File: src/rtl/nibble_serializer_defs.vh
// Shared state encodings for the nibble serializer FSM.
`ifndef NIBBLE_SERIALIZER_DEFS_VH
`define NIBBLE_SERIALIZER_DEFS_VH

`define ST_IDLE  1'b0
`define ST_SHIFT 1'b1

`endif

File: src/rtl/nibble_serializer_pkg.sv
// Package for the nibble serializer: FSM state type, per-bit cell select
// type and the down-counter width helper.
package nibble_serializer_pkg;

`include "nibble_serializer_defs.vh"

    typedef enum logic {
        ST_IDLE  = `ST_IDLE,
        ST_SHIFT = `ST_SHIFT
    } state_t;

    // Per-cell operation for the shift register slices.
    typedef enum logic [1:0] {
        SEL_HOLD  = 2'd0,
        SEL_LOAD  = 2'd1,
        SEL_SHIFT = 2'd2
    } cell_sel_t;

    // Counter must be able to hold the value WIDTH itself.
    function automatic int cnt_width(input int width);
        return $clog2(width + 1);
    endfunction

endpackage

File: src/rtl/nibble_serializer_shift_cell.sv
// shift_cell: one bit slice of the serializer's shift register.
// Ports:
//   clock     falling-edge clock
//   rst_n     asynchronous active-low reset, clears the bit
//   sel       load / shift / hold select
//   load_bit  parallel input bit, taken on SEL_LOAD
//   shift_bit neighbouring bit, taken on SEL_SHIFT
//   q         stored bit
module shift_cell
    import nibble_serializer_pkg::*;
(
    input  logic      clock,
    input  logic      rst_n,
    input  cell_sel_t sel,
    input  logic      load_bit,
    input  logic      shift_bit,
    output logic      q
);

    always_ff @(negedge clock or negedge rst_n) begin
        if (!rst_n) begin
            q <= 1'b0;
        end else begin
            case (sel)
                SEL_LOAD:  q <= load_bit;
                SEL_SHIFT: q <= shift_bit;
                default:   q <= q;
            endcase
        end
    end

endmodule

File: src/rtl/nibble_serializer.sv
// nibble_serializer: parallel-in, serial-out shifter with a ready/load
// handshake. A WIDTH-bit word is accepted on a falling edge where load and
// ready are both high, then sent one bit per cycle on sout with bit_valid
// high for exactly WIDTH cycles, followed by a one-cycle done pulse.
// Ports:
//   clock      single clock, all state changes on the falling edge
//   rst_n      asynchronous active-low reset, discards any partial frame
//   in         parallel word, sampled only on an accepting edge
//   load       request to transmit in
//   ready      a word can be accepted on the next falling edge
//   sout       registered serial data
//   bit_valid  sout carries a payload bit
//   busy       frame in progress
//   done       one-cycle pulse after the last bit of a frame
module nibble_serializer
    import nibble_serializer_pkg::*;
#(
    parameter int WIDTH     = 4,
    parameter int MSB_FIRST = 1
) (
    input  logic             clock,
    input  logic             rst_n,
    input  logic [WIDTH-1:0] in,
    input  logic             load,
    output logic             ready,
    output logic             sout,
    output logic             bit_valid,
    output logic             busy,
    output logic             done
);

    localparam int CNT_W = cnt_width(WIDTH);

    state_t           state_reg, state_next;
    logic [CNT_W-1:0] cnt_reg, cnt_next;
    logic             sout_reg, sout_next;
    logic             bit_valid_reg, bit_valid_next;
    logic             busy_reg, busy_next;
    logic             done_reg, done_next;

    cell_sel_t        cell_sel;
    logic [WIDTH-1:0] shreg;
    logic [WIDTH-1:0] shift_in;
    logic             first_bit;
    logic             next_bit;
    logic             accept;

    // The register rotates so every stored bit feeds a neighbour; the bit
    // wrapping around is never sent because cnt ends the frame first.
    // shreg keeps the whole word as loaded; sout already holds the head bit,
    // so the next bit to send sits one position behind the head.
    generate
        for (genvar gi = 0; gi < WIDTH; gi++) begin : g_cell
            if (MSB_FIRST != 0) begin : g_left
                assign shift_in[gi] = shreg[(gi + WIDTH - 1) % WIDTH];
            end else begin : g_right
                assign shift_in[gi] = shreg[(gi + 1) % WIDTH];
            end

            shift_cell u_cell (
                .clock     (clock),
                .rst_n     (rst_n),
                .sel       (cell_sel),
                .load_bit  (in[gi]),
                .shift_bit (shift_in[gi]),
                .q         (shreg[gi])
            );
        end
    endgenerate

    assign first_bit = (MSB_FIRST != 0) ? in[WIDTH-1]    : in[0];
    assign next_bit  = (MSB_FIRST != 0) ? shreg[WIDTH-2] : shreg[1];

    // Ready also in the last-bit cycle, which allows back-to-back frames.
    assign ready  = (state_reg == ST_IDLE) ||
                    ((state_reg == ST_SHIFT) && (cnt_reg == CNT_W'(1)));
    assign accept = load && ready;

    always_comb begin
        state_next     = state_reg;
        cnt_next       = cnt_reg;
        sout_next      = sout_reg;
        bit_valid_next = bit_valid_reg;
        busy_next      = busy_reg;
        done_next      = 1'b0;
        cell_sel       = SEL_HOLD;

        if (accept) begin
            // Accepting out of the last-bit cycle still ends the old frame.
            done_next      = (state_reg == ST_SHIFT);
            state_next     = ST_SHIFT;
            cnt_next       = CNT_W'(WIDTH);
            sout_next      = first_bit;
            bit_valid_next = 1'b1;
            busy_next      = 1'b1;
            cell_sel       = SEL_LOAD;
        end else if (state_reg == ST_SHIFT) begin
            if (cnt_reg > CNT_W'(1)) begin
                cnt_next  = cnt_reg - CNT_W'(1);
                sout_next = next_bit;
                cell_sel  = SEL_SHIFT;
            end else begin
                done_next      = 1'b1;
                state_next     = ST_IDLE;
                cnt_next       = '0;
                sout_next      = 1'b0;
                bit_valid_next = 1'b0;
                busy_next      = 1'b0;
            end
        end
    end

    always_ff @(negedge clock or negedge rst_n) begin
        if (!rst_n) begin
            state_reg     <= ST_IDLE;
            cnt_reg       <= '0;
            sout_reg      <= 1'b0;
            bit_valid_reg <= 1'b0;
            busy_reg      <= 1'b0;
            done_reg      <= 1'b0;
        end else begin
            state_reg     <= state_next;
            cnt_reg       <= cnt_next;
            sout_reg      <= sout_next;
            bit_valid_reg <= bit_valid_next;
            busy_reg      <= busy_next;
            done_reg      <= done_next;
        end
    end

    assign sout      = sout_reg;
    assign bit_valid = bit_valid_reg;
    assign busy      = busy_reg;
    assign done      = done_reg;

endmodule

File: config.mk
export PLATFORM = sky130hd
export DESIGN_NAME = nibble_serializer
export DESIGN_NICKNAME = d
export VERILOG_FILES = /design/src/rtl/nibble_serializer_pkg.sv /design/src/rtl/nibble_serializer_shift_cell.sv /design/src/rtl/nibble_serializer.sv
export VERILOG_INCLUDE_DIRS = /design/src /design/src/rtl
export SDC_FILE = /design/constraint.sdc
export NUM_CORES = 1
export LEC_CHECK = 0
export BUFFER_PORTS_ARGS = -buffer_cell sky130_fd_sc_hd__buf_2
export CAP_MARGIN = 20
export CORE_AREA = 2 2 39 41
export CTS_CLUSTER_SIZE = 30
export DETAILED_ROUTE_END_ITERATION = 10
export DIE_AREA = 0 0 41 43
export PLACE_DENSITY_LB_ADDON = 0.12
export SYNTH_ARGS = -nofsm -noshare
export SYNTH_HDL_FRONTEND = slang
export SYNTH_SLANG_ARGS = --single-unit
File: constraint.sdc
create_clock -name clock -period 3 [get_ports clock]
set_input_delay 0.45 -clock clock [delete_from_list [all_inputs] [get_ports clock]]
set_output_delay 0.45 -clock clock [all_outputs]
set_load 0.005 [all_outputs]
==> metrics.txt, run 1 <==
compound-cell area share of the yosys netlist 27.5%; Sw Share 40.6%; routed vias 513; hold depth 2; Synth-to-Final Area Change 31.3%; CP required 2.55 ns; latest clock arrival within the worst-skew pair 0.28 ns; total die area approximately 1800 µm²; Synth Area in XOR/XNOR 0%; routability cong. 0.779; Peak VDD IR roughly 0.00046 V; mapped cell area 592 µm²; clock transition at the registers of the reported paths around 0.05 ns; power consumption 0.000871 W; Worst Slack Setup Final -0.207 ns; Comb power frac a little under three fifths; PortBufs 11; clock network power share between 10% and 20%; Yosys top cell by area dfrtn_1; final cell count without fillers 97; asr flop ratio synth 100%; Clock Path Buffers 2; Hold WC Path Type flip-flop to flip-flop; Rel. slew slack between 70% and 80%; Std-Cell Rows 14; HPWL Detailed 963 µm; Num CTS Buffers 3; most frequent cells in the layout 11 x dfrtn_1, 10 x buf_2, 9 x buf_4, 6 x nand2_1, 6 x o211ai_1; Post-synth EDFFs 0; Yosys Warn Count 0; Final Hold Viols 0; WL/cell 13.8 µm; sequential element share of the synthesized area a little under half; Die Ht 43 µm; clk sink count 11; syn_nets 68; failing checks setup timing; CP Launch Type flip-flop; Power Density 1120 nW/µm²; RSZ-0062 raised after global routing yes; vias per cell 5.29; Clock Skew 0.00489 ns; GRT Total Usage 18.8%; Max FO, Critical Path 2; Pre-antenna DRT Iters 4; adder-cell share of the synthesized area around 4.2%; Synth Register Bits 11; Setup CP Type flip-flop to output pin; R2R depth 7; final core utilization about 56%; largest family of logic cells by synthesized area compound AO/OA/AOI/OAI gates; htree depth 1; Crit. End Element output pin; die width 41 µm; core area 1380 µm²; filler cell count approximately 130; placed cells 91; Tightest Pin Transition 0.323 ns; Max Cap Viol 0; commonest non-fill, non-tap cell in the layout dfrtn_1; global-route wire length before repair 2.12 mm; DRC Markers 0; synth top area cells dfrtn_1 47%, o211ai_1 7.6%, a211oi_1 5.1%; syn_area_per_cell 10.0 µm²; n_diodes 0; GR Overflow Total 0; largest net degree at the start of global routing 12; top_reg_cell synth dfrtn_1; worst endpoint data arrival time approximately 2.8 ns; Unique masters post-synth 21; simple-gate area share of the yosys netlist 15.4%; Reg power frac 32.6%; I/O pin cnt 12; P_leak 0.356 nW; share of layout cells above drive strength 1 40.7%; # setup viols final 1; Root Driver clkbuf_4; Internal 0.000517 W; TritonCTS clock tree done; Synth Instances 59; Initial Util 42.8%; Yosys top cell area share a little under half; Iter 0 DRT Violations 10; status finished with violations; final layout net count 91; Routed Antenna Nets 0; mux cell area share after synthesis 0%; Slew Limit Fails 0; switching power 0.000353 W; Post-Route WL 1.34 mm; max reg flops 4; vias in the first global route 486; initial antenna violation count 0
-- Yosys cell counts, types with 2 or more instances --
cell type and number:
ha_1 2, buf_4 2, a211oi_1 4, a31oi_1 4
dfrtn_1 11, nand2_1 6, o211ai_1 6, o21ai_0 4
nand3_1 4, inv_1 5
-- cell type report --
cell class | count | area, µm² | area share [%]
Multi-Input combinational cell | 40 | 304 | 39.1
Sequential cell | 11 | 275 | 35.4
Timing Repair Buffer | 20 | 129 | 16.6
Clock buffer | 4 | 26.3 | 3.38
Inverter | 6 | 22.5 | 2.90
Tap cell | 16 | 20.0 | 2.58
-- per-stage QoR --
step	hold slack [ns]	setup slack (ns)	cell area (µm²)	setup TNS, ns
floorplan	0.450	0.0149	592	0
global placement	0.448	0.0447	704	0
detailed placement	0.451	0.0150	704	0
CTS	0.451	-0.208	777	-0.208
global route	0.489	-0.257	777	-0.257
finish	0.454	-0.207	777	-0.207
-- cell families (layout without fill, tap and decap cells) --
family,count (synthesis),count (layout)
compound gates,22,22
fa+ha+maj,2,2
buf+inv,8,30
flops,11,11
simple gates,16,16
-- worst max-delay path, cell delays in order (launching register included) --
cell	delay (ns)
dfrtn_1	0.42
inv_2	0.06
ha_4	0.15
nor2b_4	0.12
nand2b_4	0.13
buf_6	0.11
-- metal layers --
metal	up-vias	part of all wire (%)	GRT usage, %
met2	17	44	25.9
met4	0	3.3	14.0
met5	-	0	0
li1	259	-	-
met1	233	48	24.9
met3	4	5.1	3.14
-- path summary, 6_finish.rpt --
kind	start	end	slack [ns]
setup / recovery	cnt_reg[1]	ready	-0.21
hold / removal	sout	sout	0.45
setup reg to reg	cnt_reg[1]	g_cell[1].u_cell.q	1.39
hold reg to reg	sout	sout	0.45
max in group asynchronous	rst_n	state_reg	1.35
min in group asynchronous	rst_n	sout	1.41
-- power by group through the flow --
stage / sequential [W] / combinational [W] / clock (W)
after floorplan: 0.000294 / 0.000263 / 0
after global placement: 0.000276 / 0.000437 / 0
after detailed placement: 0.000275 / 0.000436 / 0
after CTS: 0.000283 / 0.000489 / 0.000103
after global routing: 0.000293 / 0.000541 / 0.000111
final: 0.000284 / 0.000484 / 0.000103
-- repair_timing --
action                                 CTS  global route
gates resized for setup                  6             0
buffers inserted                         2             0
hold buffers                             0             0
setup endpoints to repair                1             1
endpoints found under the hold margin    0             0
cloned                                   0             0
Power figures use the tool's default switching activity.
==> inputs of run 2 (changes only) <==
--- a/config.mk
+++ b/config.mk
@@ -6,6 +6,7 @@
 export SDC_FILE = /design/constraint.sdc
 export NUM_CORES = 1
 export LEC_CHECK = 0
+export ABC_AREA = 0
 export BUFFER_PORTS_ARGS = -buffer_cell sky130_fd_sc_hd__buf_2
 export CAP_MARGIN = 20
 export CORE_AREA = 2 2 39 41
==> constraint.sdc (replaced) <==
create_clock -name clock -period 3.56 [get_ports clock]
set_input_delay 0.534 -clock clock [delete_from_list [all_inputs] [get_ports clock]]
set_output_delay 0.534 -clock clock [all_outputs]
set_load 0.005 [all_outputs]
==> metrics.txt, run 2 (synthesis results as in run 1) <==
GR Overflow Total 0; GRT Max-Usage Layer met1; max reg flops 4; cts hold-fix bufs 0; routability cong. between 0.8 and 0.9; Root Driver clkbuf_4; Tightest Pin Transition 0.309 ns; met2 usage 24.7%; Power Density 938 nW/µm²; Sw Share 40.6%; Worst Slack Setup Final -0.0472 ns; initial antenna violation count 0; # setup viols final 1; GRT met1 Usage roughly 29%; PortBufs 11; htree depth 1; met3 Usage GRT under 10%; Synth-to-Final Area Change 30.2%; Iter 0 DRT Violations 9; R2R setup slack between 1.5 and 2 ns; clock network power share 12.1%; die width slightly above 40 µm; Final Hold Viols 0; filler cell count 117; placed cells 87; largest net degree at the start of global routing 12; R2R depth 7; Crit. End Element output pin; Std-Cell Rows 14; switching power ~0.00029 W; fin area 771 µm²; placed inst area 674 µm²; core area 1380 µm²; Hold WC Path Type flip-flop to flip-flop; Num CTS Buffers 3; Initial Util between 40% and 50%; Post-Route WL 1.32 mm; vias in the first global route 496; Clock Path Buffers 2; power consumption 0.000723 W; DRC Markers 0; final cell count without fillers slightly below 100; CP required between 3 and 4 ns; most frequent cells in the layout 11 x dfrtn_1, 11 x buf_2, 10 x buf_4, 6 x nand2_1, 6 x o211ai_1; global-route wire length before repair 2.23 mm; Max FO, Critical Path 2; clock transition at the registers of the reported paths 0.05 ns; Routed Antenna Nets 0; Internal 0.000429 W; routed vias 513; status finished with violations; Comb power frac 53.9%; Reg power frac 34.0%; TritonCTS clock tree done; total die area 1760 µm²; Setup TNS -0.0472 ns; P_leak 0.358 nW; vias per cell around 5.2; WHS 0.439 ns; n_diodes 0; clk sink count 11; RSZ-0062 raised after global routing yes; Die Ht 43 µm; final layout net count 92; worst endpoint data arrival time 3.07 ns; Rel. slew slack 79.3%; Slew Limit Fails 0; Peak VDD IR 0.000383 V; Pre-antenna DRT Iters 4; HPWL Detailed slightly above 900 µm; Max Cap Viol 0; CP Launch Type flip-flop; I/O pin cnt 12; GRT Total Usage a little under a fifth; hold depth 2; latest clock arrival within the worst-skew pair 0.28 ns; WL/cell 13.4 µm; Setup CP Type flip-flop to output pin; failing checks setup timing; share of layout cells above drive strength 1 40.2%; Clock Skew 0.00803 ns
-- run 2: cell types whose count changed in the layout (fill, tap and decap cells not counted), sizes merged --
cell,change
buf,+1
-- run 2: power groups by stage --
stage	logic, W	registers (W)	clock network (W)
CTS	0.000360	0.000244	0.0000878
global route	0.000439	0.000255	0.0000934
floorplan	0.000222	0.000248	0
global placement	0.000334	0.000244	0
finish	0.000389	0.000246	0.0000872
detailed placement	0.000329	0.000244	0
-- run 2: layout make-up --
cell class	instances	area (µm²)	area share [%]
Multi-Input combinational cell	40	297	38.5
Sequential cell	11	275	35.7
Inverter	6	22.5	2.92
Timing Repair Buffer	21	130	16.9
Clock buffer	4	26.3	3.41
Tap cell	16	20.0	2.60
-- run 2: timing repair --
item                       CTS  global route
setup endpoints to repair    1             1
resized for setup            4             0
setup buffers                3             4
-- run 2: critical path, stage by stage (launching register included) --
cell and delay [ns]:
dfrtn_1 0.43, inv_2 0.06, ha_4 0.16, nor2b_4 0.12, nand2b_1 0.13, buf_2 0.13
-- run 2: worst paths after layout --
kind | start | to
setup / recovery | cnt_reg[1] | ready
hold / removal | sout | sout
setup reg to reg | cnt_reg[1] | g_cell[1].u_cell.q
hold reg to reg | sout | sout
max in group asynchronous | rst_n | state_reg
min in group asynchronous | rst_n | cnt_reg[2]
-- run 2: metrics by stage --
step	setup slack, ns	util [%]
final	-0.0472	55.7
after global routing	-0.0763	55.7
after CTS	-0.0248	53.5
after detailed placement	0.113	48.7
after global placement	0.137	48.7
after floorplan	0.211	-
-- run 2: layer usage --
layer / wire length (µm) / share of wire, % / vias up
li1: - / - / 264
met1: 643 / 49 / 226
met2: 562 / 43 / 20
met3: 82 / 6.2 / 3
met4: 27 / 2.1 / 0
met5: 0 / 0 / -
==> inputs of run 3 (changes only) <==
--- a/config.mk
+++ b/config.mk
@@ -9,10 +9,10 @@
 export ABC_AREA = 0
 export BUFFER_PORTS_ARGS = -buffer_cell sky130_fd_sc_hd__buf_2
 export CAP_MARGIN = 20
-export CORE_AREA = 2 2 39 41
+export CORE_AREA = 10 10 47 49
 export CTS_CLUSTER_SIZE = 30
 export DETAILED_ROUTE_END_ITERATION = 10
-export DIE_AREA = 0 0 41 43
+export DIE_AREA = 0 0 57 59
 export PLACE_DENSITY_LB_ADDON = 0.12
 export SYNTH_ARGS = -nofsm -noshare
 export SYNTH_HDL_FRONTEND = slang
==> metrics.txt, run 3 (synthesis results as in run 1) <==
max reg flops 4; CP Launch Type flip-flop; GRT Total Usage 9.17%; Worst Slack Setup Final -0.0576 ns; GR Overflow Total 0; switching power just over 0.0003 W; cts hold-fix bufs 0; Comb power frac roughly 52%; Power Density 965 nW/µm²; CP required 3.03 ns; fin area roughly 750 µm²; Crit. End Element output pin; Post-Route WL 1.50 mm; Tightest Pin Transition 0.364 ns; met3 routed WL approximately 110 µm; failing checks setup timing; power consumption 0.000728 W; latest clock arrival within the worst-skew pair 0.28 ns; Std-Cell Rows 14; vias per cell 5.59; Slew Limit Fails 0; Pre-antenna DRT Iters 4; Sw Share about 42%; RSZ-0062 raised after global routing yes; pre-CTS setup slack around 0.10 ns; P_leak approximately 0.34 nW; final core utilization between 50% and 60%; highest metal used met4; Worst path slowest cell dfrtn_1; CP cell instances inv_2 -> ha_4 -> nor2b_4 -> nand2b_4 -> buf_6; Clock Skew 0.00110 ns; Rel. slew slack 75.7%; most frequent cells in the layout 11 x dfrtn_1, 10 x buf_2, 6 x nand2_1, 6 x o211ai_1, 6 x buf_4; share of layout cells above drive strength 1 38.5%; routability cong. between 0.8 and 0.9; Num CTS Buffers 3; final layout net count 88; Synth-to-Final Area Change 27.5%; htree depth 1; clock network power share 12.5%; vias in the first global route 542; Internal 0.000420 W; clock transition at the registers of the reported paths roughly 0.060 ns; total die area 3360 µm²; largest net degree at the start of global routing 12; Reg power frac a little over a third; R2R setup slack 2.03 ns; routed vias 525; Max FO, Critical Path 2; placed inst area 667 µm²; commonest non-fill, non-tap cell in the layout dfrtn_1; Hold WC Path Type flip-flop to flip-flop; Root Driver clkbuf_4; Clock Path Buffers 2; Initial Util around 42%; WL/cell 16.0 µm; I/O pin cnt 12; Max Cap Viol 0; status finished with violations; Setup CP Type flip-flop to output pin; Iter 0 DRT Violations 9; worst endpoint data arrival time between 3 and 4 ns; Final Hold Viols 0; Metal-1 WL just over 700 µm; filler cell count 137; die width 57 µm; PortBufs 11; core area 1400 µm²; # setup viols final 1; initial antenna violation count 0; HPWL Detailed between 1 and 1.5 mm; n_diodes 0; Peak VDD IR approximately 0.00040 V; WHS 0.440 ns; global-route wire length before repair 2.44 mm; max incr delay on CP 0.43 ns; Routed Antenna Nets 0; Die Ht 59 µm; TritonCTS clock tree done; DR WL met2 about 650 µm; DRC Markers 0; clk sink count 11
run 3: cell types whose count changed in the layout (fill, tap and decap cells not counted):
cell	change
buf_2	-1
buf_6	+1
nand2b_4	+1
nand2b_1	-1
buf_4	-4
run 3: final timing paths:
path | start | to | depth (start not counted)
worst min-delay path | sout | sout | 2
max in group asynchronous | rst_n | g_cell[0].u_cell.q | 1
worst max-delay path | cnt_reg[1] | ready | 5
min in group asynchronous | rst_n | cnt_reg[0] | 1
worst min register to register | sout | sout | 2
worst max register to register | cnt_reg[1] | busy | 6
run 3: layer usage:
layer / track usage [%] / up-vias
met5: 0 / -
met3: 3.00 / 5
met2: 14.4 / 18
met1: 10.4 / 247
met4: 6.04 / 0
li1: - / 255
run 3: area by class of cell:
type,instances,area [µm²],area share (%)
multi-input cells,40,304,40.3
flip-flops and latches,11,275,36.5
well taps,16,20.0,2.65
repair buffers,17,106,14.1
clock buffers,4,26.3,3.48
inverters,6,22.5,2.99
run 3: worst max-delay path: cells and delay by family, from the launching register on:
| family | cells | cell delay [ns] |
|---|---|---|
| adders and majority gates | 1 | 0.16 |
| and+or+nand+nor | 2 | 0.26 |
| buffers and inverters | 2 | 0.18 |
| DFF | 1 | 0.43 |
run 3: through the flow:
stage               setup TNS [ns]  instances
global route               -0.0838         94
global placement                 0         86
detailed placement               0         86
finish                     -0.0576         94
floorplan                        0         59
CTS                        -0.0525         93
run 3: what timing repair did:
action / in CTS / in global routing
setup endpoints to repair: 1 / 1
buffers inserted: 3 / 1
gates resized for setup: 4 / 2
pin swaps: 0 / 0
endpoints found under the hold margin: 0 / 0
run 3: power groups by stage:
stage          Sequential [W]  Combinational, W   Clock, W
2_1_floorplan        0.000248          0.000222          0
3_3_place_gp         0.000258          0.000309          0
3_5_place_dp         0.000260          0.000309          0
4_1_cts              0.000256          0.000350  0.0000886
5_1_grt              0.000268          0.000420  0.0000968
6_report             0.000260          0.000377  0.0000909
